<file path="src/rtl/seletor_menor_custo.sv">
// seletor_menor_custo
//   Scans the active-node slots one per cycle and returns the index and cost
//   of the enabled slot with the lowest cost (the next node to expand).
//   Ties resolve to the lowest index. "Empty" is reported when no slot is
//   enabled.
//
//   state       | meaning
//   ------------+---------------------------------------------------------
//   ST_IDLE     | waiting for iniciar_in; last result held on the outputs
//   ST_VARRENDO | examining snapshot slot [idx], one slot per cycle
//   ST_PRONTO   | one-cycle result strobe; may restart on iniciar_in
//
// Ports:
//   clk, rst_n            clock (rising edge), async active-low reset
//   iniciar_in            start-search pulse
//   habilitar_in          per-slot enable, bit i = slot i active
//   custo_in              slot i cost at [i*CUSTO_WIDTH +: CUSTO_WIDTH]
//   ocupado_out           high while a scan is in progress
//   pronto_out            one-cycle pulse, result valid
//   vazio_out             with pronto_out: no slot was enabled
//   menor_endereco_out    index of the minimum-cost enabled slot
//   menor_custo_out       cost of that slot
module seletor_menor_custo #(
    parameter int NUM_NA      = 8,
    parameter int CUSTO_WIDTH = 8,
    parameter int IDX_WIDTH   = 3
) (
    input  logic                          clk,
    input  logic                          rst_n,
    input  logic                          iniciar_in,
    input  logic [NUM_NA-1:0]             habilitar_in,
    input  logic [NUM_NA*CUSTO_WIDTH-1:0] custo_in,
    output logic                          ocupado_out,
    output logic                          pronto_out,
    output logic                          vazio_out,
    output logic [IDX_WIDTH-1:0]          menor_endereco_out,
    output logic [CUSTO_WIDTH-1:0]        menor_custo_out
);

    typedef enum logic [1:0] {
        ST_IDLE     = 2'd0,
        ST_VARRENDO = 2'd1,
        ST_PRONTO   = 2'd2
    } estado_t;

    estado_t estado, prox_estado;

    logic [NUM_NA-1:0]             hab_snap;
    logic [NUM_NA*CUSTO_WIDTH-1:0] custo_snap;
    logic [IDX_WIDTH-1:0]          idx;
    logic                          achou;
    logic [IDX_WIDTH-1:0]          melhor_idx;
    logic [CUSTO_WIDTH-1:0]        melhor_custo;

    logic                          carregar;
    logic                          ultimo;
    logic                          melhora;
    logic [CUSTO_WIDTH-1:0]        custo_atual;
    logic                          prox_achou;
    logic [IDX_WIDTH-1:0]          prox_melhor_idx;
    logic [CUSTO_WIDTH-1:0]        prox_melhor_custo;

    // Evaluation of the current slot. Strict '<' keeps the earlier (lower)
    // index on ties; the first enabled slot always wins regardless of cost,
    // so an all-ones cost is still selectable.
    always_comb begin
        custo_atual       = custo_snap[idx*CUSTO_WIDTH +: CUSTO_WIDTH];
        ultimo            = (idx == IDX_WIDTH'(NUM_NA-1));
        melhora           = hab_snap[idx] && (!achou || (custo_atual < melhor_custo));
        prox_achou        = achou | melhora;
        prox_melhor_idx   = melhora ? idx : melhor_idx;
        prox_melhor_custo = melhora ? custo_atual : melhor_custo;
    end

    always_ff @(posedge clk or negedge rst_n) begin
        if (!rst_n) begin
            estado <= ST_IDLE;
        end else begin
            estado <= prox_estado;
        end
    end

    always_comb begin
        prox_estado = estado;
        carregar    = 1'b0;
        ocupado_out = 1'b0;
        pronto_out  = 1'b0;
        case (estado)
            ST_IDLE: begin
                if (iniciar_in) begin
                    carregar    = 1'b1;
                    prox_estado = ST_VARRENDO;
                end
            end
            ST_VARRENDO: begin
                // iniciar_in is deliberately ignored here, not queued
                ocupado_out = 1'b1;
                if (ultimo) begin
                    prox_estado = ST_PRONTO;
                end
            end
            ST_PRONTO: begin
                pronto_out = 1'b1;
                if (iniciar_in) begin
                    carregar    = 1'b1;
                    prox_estado = ST_VARRENDO;
                end else begin
                    prox_estado = ST_IDLE;
                end
            end
            default: prox_estado = ST_IDLE;
        endcase
    end

    always_ff @(posedge clk or negedge rst_n) begin
        if (!rst_n) begin
            hab_snap           <= '0;
            custo_snap         <= '0;
            idx                <= '0;
            achou              <= 1'b0;
            melhor_idx         <= '0;
            melhor_custo       <= '0;
            vazio_out          <= 1'b0;
            menor_endereco_out <= '0;
            menor_custo_out    <= '0;
        end else if (carregar) begin
            hab_snap     <= habilitar_in;
            custo_snap   <= custo_in;
            idx          <= '0;
            achou        <= 1'b0;
            melhor_idx   <= '0;
            melhor_custo <= '0;
        end else if (estado == ST_VARRENDO) begin
            achou        <= prox_achou;
            melhor_idx   <= prox_melhor_idx;
            melhor_custo <= prox_melhor_custo;
            if (ultimo) begin
                // Result registers are loaded on the way into ST_PRONTO so they
                // are valid during the strobe and held until the next one.
                vazio_out          <= ~prox_achou;
                menor_endereco_out <= prox_achou ? prox_melhor_idx : '0;
                menor_custo_out    <= prox_achou ? prox_melhor_custo : '0;
            end else begin
                idx <= idx + 1'b1;
            end
        end
    end

endmodule

</file>
<file path="config.mk">
export PLATFORM = sky130hd
export DESIGN_NAME = seletor_menor_custo
export DESIGN_NICKNAME = d
export VERILOG_FILES = /design/src/rtl/seletor_menor_custo.sv
export SDC_FILE = /design/constraint.sdc
export NUM_CORES = 1
export LEC_CHECK = 0
export BUFFER_PORTS_ARGS = -buffer_cell sky130_fd_sc_hd__buf_4
export CAP_MARGIN = 20
export CELL_PAD_IN_SITES_DETAIL_PLACEMENT = 2
export CELL_PAD_IN_SITES_GLOBAL_PLACEMENT = 2
export CORE_UTILIZATION = 37
export DETAILED_ROUTE_END_ITERATION = 12
export PLACE_DENSITY_LB_ADDON = 0.08
export SYNTH_ARGS = -nofsm -noshare
export SYNTH_HDL_FRONTEND = slang
export SYNTH_SLANG_ARGS = --single-unit
</file>
<file path="constraint.sdc">
create_clock -name clk -period 8.32 [get_ports clk]
set_input_delay 0 -clock clk [delete_from_list [all_inputs] [get_ports clk]]
set_output_delay 0 -clock clk [all_outputs]
set_load 0.005 [all_outputs]
</file>
==> reports/qor.csv <==
stage,metric,value,unit
run_status,status,completed,
finish,utilization,52.5,%
timing,fin_ws,4.25,ns
synth,synth_edf_count,0,
worst_setup_path,cp_common_cell,mux2i_1,
worst_setup_path,cp-end-kind,flip-flop,
synth,syn_nets,584,
worst_setup_path,arrival,4.32,ns
clocking,ctsLongestPathBuffers,2,
die,rows,41,
worst_setup_path,r2r_start,idx[0]$_DFFE_PN0P_,
pwr,total_power,2.44,mW
routing,drtIter0Drc,170,
die,die-area,13600,µm²
clocking,clockRootBuffer,clkbuf_16,
placed_design,dp_hpwl,9140,µm
routing,avgViaCountPerCell,5.02,
timing,tightest_slew,1.08,ns
timing,min_period,4.07,ns
synth,synth.avg_cell_area,9.69,µm²
clocking,tritoncts,yes,
timing,finClkSkew,0.00863,ns
worst_setup_path,worstPathMaxFanout,14,
worst_setup_path,rrSetupSlack,4.25,ns
worst_setup_path,crit_required,8.58,ns
timing,slew_viol_final,0,
pwr,p_per_area,367,nW/µm²
synth,synth-seq-area-share,52.2,%
pwr,p_sw_share,41.2,%
pwr,seqPwrFrac,36.8,%
timing,setup_viol,0,
die,core,12700,µm²
global_route,antenna_found_initial,1,
finish,diodes,0,
routing,avgRoutedWirePerCell,20.5,µm
worst_setup_path,cpMaxStageDelayCell,dfrtp_1,
clocking,cts_inserted_buffers,9,
worst_setup_path,crit_chain,buf_4 > mux4_2 > mux2i_1 > inv_1 > ha_1 > and3_1 > a221o_1 > a21oi_2 > nand3_4 > mux2i_1,
global_route,grt_first_pass_wirelength,26800,µm
routing,drtPass1Iterations,4,
timing,clock.fmax,246,MHz
global_route,grt_pass1_vias,4862,
clocking,cts_resized,0,
timing,tns,0,ns
synth,synth_cells,500,
worst_setup_path,start_kind,flip-flop,
synth,syn_area,4840,µm²
clocking,clk_latency,0.35,ns
placed_design,numPortBuffers,88,
pwr,peakVddDrop,143,µV
global_route,overflow,0,
routing,vias,4144,
pwr,leakage,3.48,nW
hold_path,worstHoldPathType,input pin to async pin,
pwr,clkPwrFrac,17.4,%
worst_setup_path,cp.buffers_inverters,2,
job,cap_violations,0,
timing,hold_viol,0,
clocking,clk_pin_slew,0.07,ns
global_route,grt_usage,27.3,%
worst_setup_path,crit_path_start,idx[0]$_DFFE_PN0P_,
die,fp.dieH,116,µm
synth,ys_ff_latch,101,
placed_design,dp_slack,4.35,ns
clocking,cts_setup_buffers,0,
synth,ys_warn_count,0,
synth,synth_flop_cell,dfrtp_1,
synth,yosys.cell_types.count,31,
pwr,p_switching,1.01,mW
die,floorplan.initialDensity,38.2,%
finish,final_nets,732,
global_route,grt_max_degree,88,
timing,fin_crit_sh,48.9,%
pwr,p_int,1.43,mW
worst_setup_path,crit_family,multiplexers,
timing,rsz0062_at_grt,false,
pwr,power_frac_comb,45.8,%
routing,drc,0,
timing,slew_headroom,27.7,%
worst_setup_path,worst-setup-path-type,flip-flop to flip-flop,
die,top_level_ports,89,
synth,synthArstFlopShare,100,%
worst_setup_path,slowest_delay,0.73,ns
routing,finalWirelength,16900,µm
die,die_w,116,µm
placed_design,gp_congestion,0.832,
routing,ant_nets,0,
finish,final_layout_size_suffix_gt1_share,20.7,%
clocking,cts.sinks,101,
finish,area_growth,37.4,%
clocking,cts_max_level,3,
-- worst paths after layout --
| kind | endpoint | cells past startpoint |
|---|---|---|
| max in group asynchronous | custo_snap[11]$_DFFE_PN0P_ | 3 |
| min reg2reg | custo_snap[61]$_DFFE_PN0P_ | 2 |
| min in group clk | custo_snap[34]$_DFFE_PN0P_ | 4 |
| max | melhor_custo[6]$_DFFE_PN0P_ | 10 |
| min | custo_snap[34]$_DFFE_PN0P_ | 2 |
| max reg2reg | melhor_custo[6]$_DFFE_PN0P_ | 10 |
-- state kept, by name, indices dropped and copies added (netlist names) --
| name | cells |
|---|---|
| idx | 3 |
| menor_custo_out | 8 |
| vazio_out | 1 |
| custo_snap | 64 |
| melhor_idx | 3 |
| melhor_custo | 8 |
| hab_snap | 8 |
| estado | 2 |
| menor_endereco_out | 3 |
| achou | 1 |
-- final cells by class --
type | instances | area (µm²)
fillers | 1318 | 6010
repair buffers | 166 | 1430
multi-input cells | 347 | 2100
clock inverters | 3 | 43.8
flip-flops and latches | 101 | 2530
clock buffers | 13 | 250
inverters | 23 | 87.6
well taps | 172 | 215
-- layout by cell type (no fill, tap or decap), types with 4 or more instances in the layout --
cell type      netlist  layout
mux4_2              10      10
inv_1               22      22
mux4_1               8       8
nand4_1             10      10
dlygate4sd3_1        0      73
mux2i_1             19      19
nand2_1            251     251
o21ai_0              4       4
dfrtp_1            101     101
nand3_1              6       6
buf_4                0      93
clkbuf_16            0       9
o211ai_2            10      10
ha_1                 9       9
-- cells in the mapped netlist, drive strengths merged (2+ instances only) --
cell type	number	area, µm²
a21o	2	15.0
a21oi	3	18.8
a221o	2	21.3
buf	13	75.1
clkbuf	16	60.1
dfrtp	101	2530
ha	9	113
inv	22	82.6
mux2i	20	213
mux4	18	435
nand2	251	942
nand2b	3	18.8
nand3	7	47.6
nand4	10	62.6
nor2b	2	12.5
o211ai	10	125
o21ai	4	20.0
-- stage by stage --
step / hold WS (ns) / std cells / area [µm²]
finish: 0.150 / 825 / 6660
CTS: 0.168 / 825 / 6660
detailed placement: -0.00804 / 736 / 5630
floorplan: -0.296 / 500 / 4840
global route: 0.183 / 825 / 6660
global placement: -0.0105 / 736 / 5630
-- per-layer routing --
layer  wire length, µm  global-route usage (%)  share of wire, %  vias to the layer above
li1                  -                       -                 -                     1919
met1              6650                    31.1                39                     2100
met2              9340                    51.8                55                       94
met3               611                    6.07               3.6                       29
met4               306                    6.07               1.8                        2
met5                13                       0             0.077                        -
-- logic make-up after synthesis --
kind of cell | count (synthesis) | share of synthesized area, %
AND/OR/NAND/NOR | 276 | 22.9
AO/OA/AOI/OAI | 24 | 4.67
buffers and inverters | 52 | 4.60
adder cells (fa/ha/maj) | 9 | 2.32
flip-flops | 101 | 52.2
multiplexers | 38 | 13.4
-- power by group through the flow --
stage | clock [mW] | combinational [mW] | sequential (mW)
2_1_floorplan | 0 | 0.793 | 0.807
4_1_cts | 0.434 | 1.08 | 0.888
3_3_place_gp | 0 | 0.984 | 0.885
5_1_grt | 0.451 | 1.23 | 0.926
3_5_place_dp | 0 | 1.03 | 0.894
6_report | 0.425 | 1.12 | 0.899
-- repair_timing --
item / 4_1_cts / 5_1_grt
hold endpoints to repair: 107 / 0
endpoints found under the setup margin: 0 / 0
hold buffers: 73 / 0
Note: power is estimated with default switching activity, not from simulation.
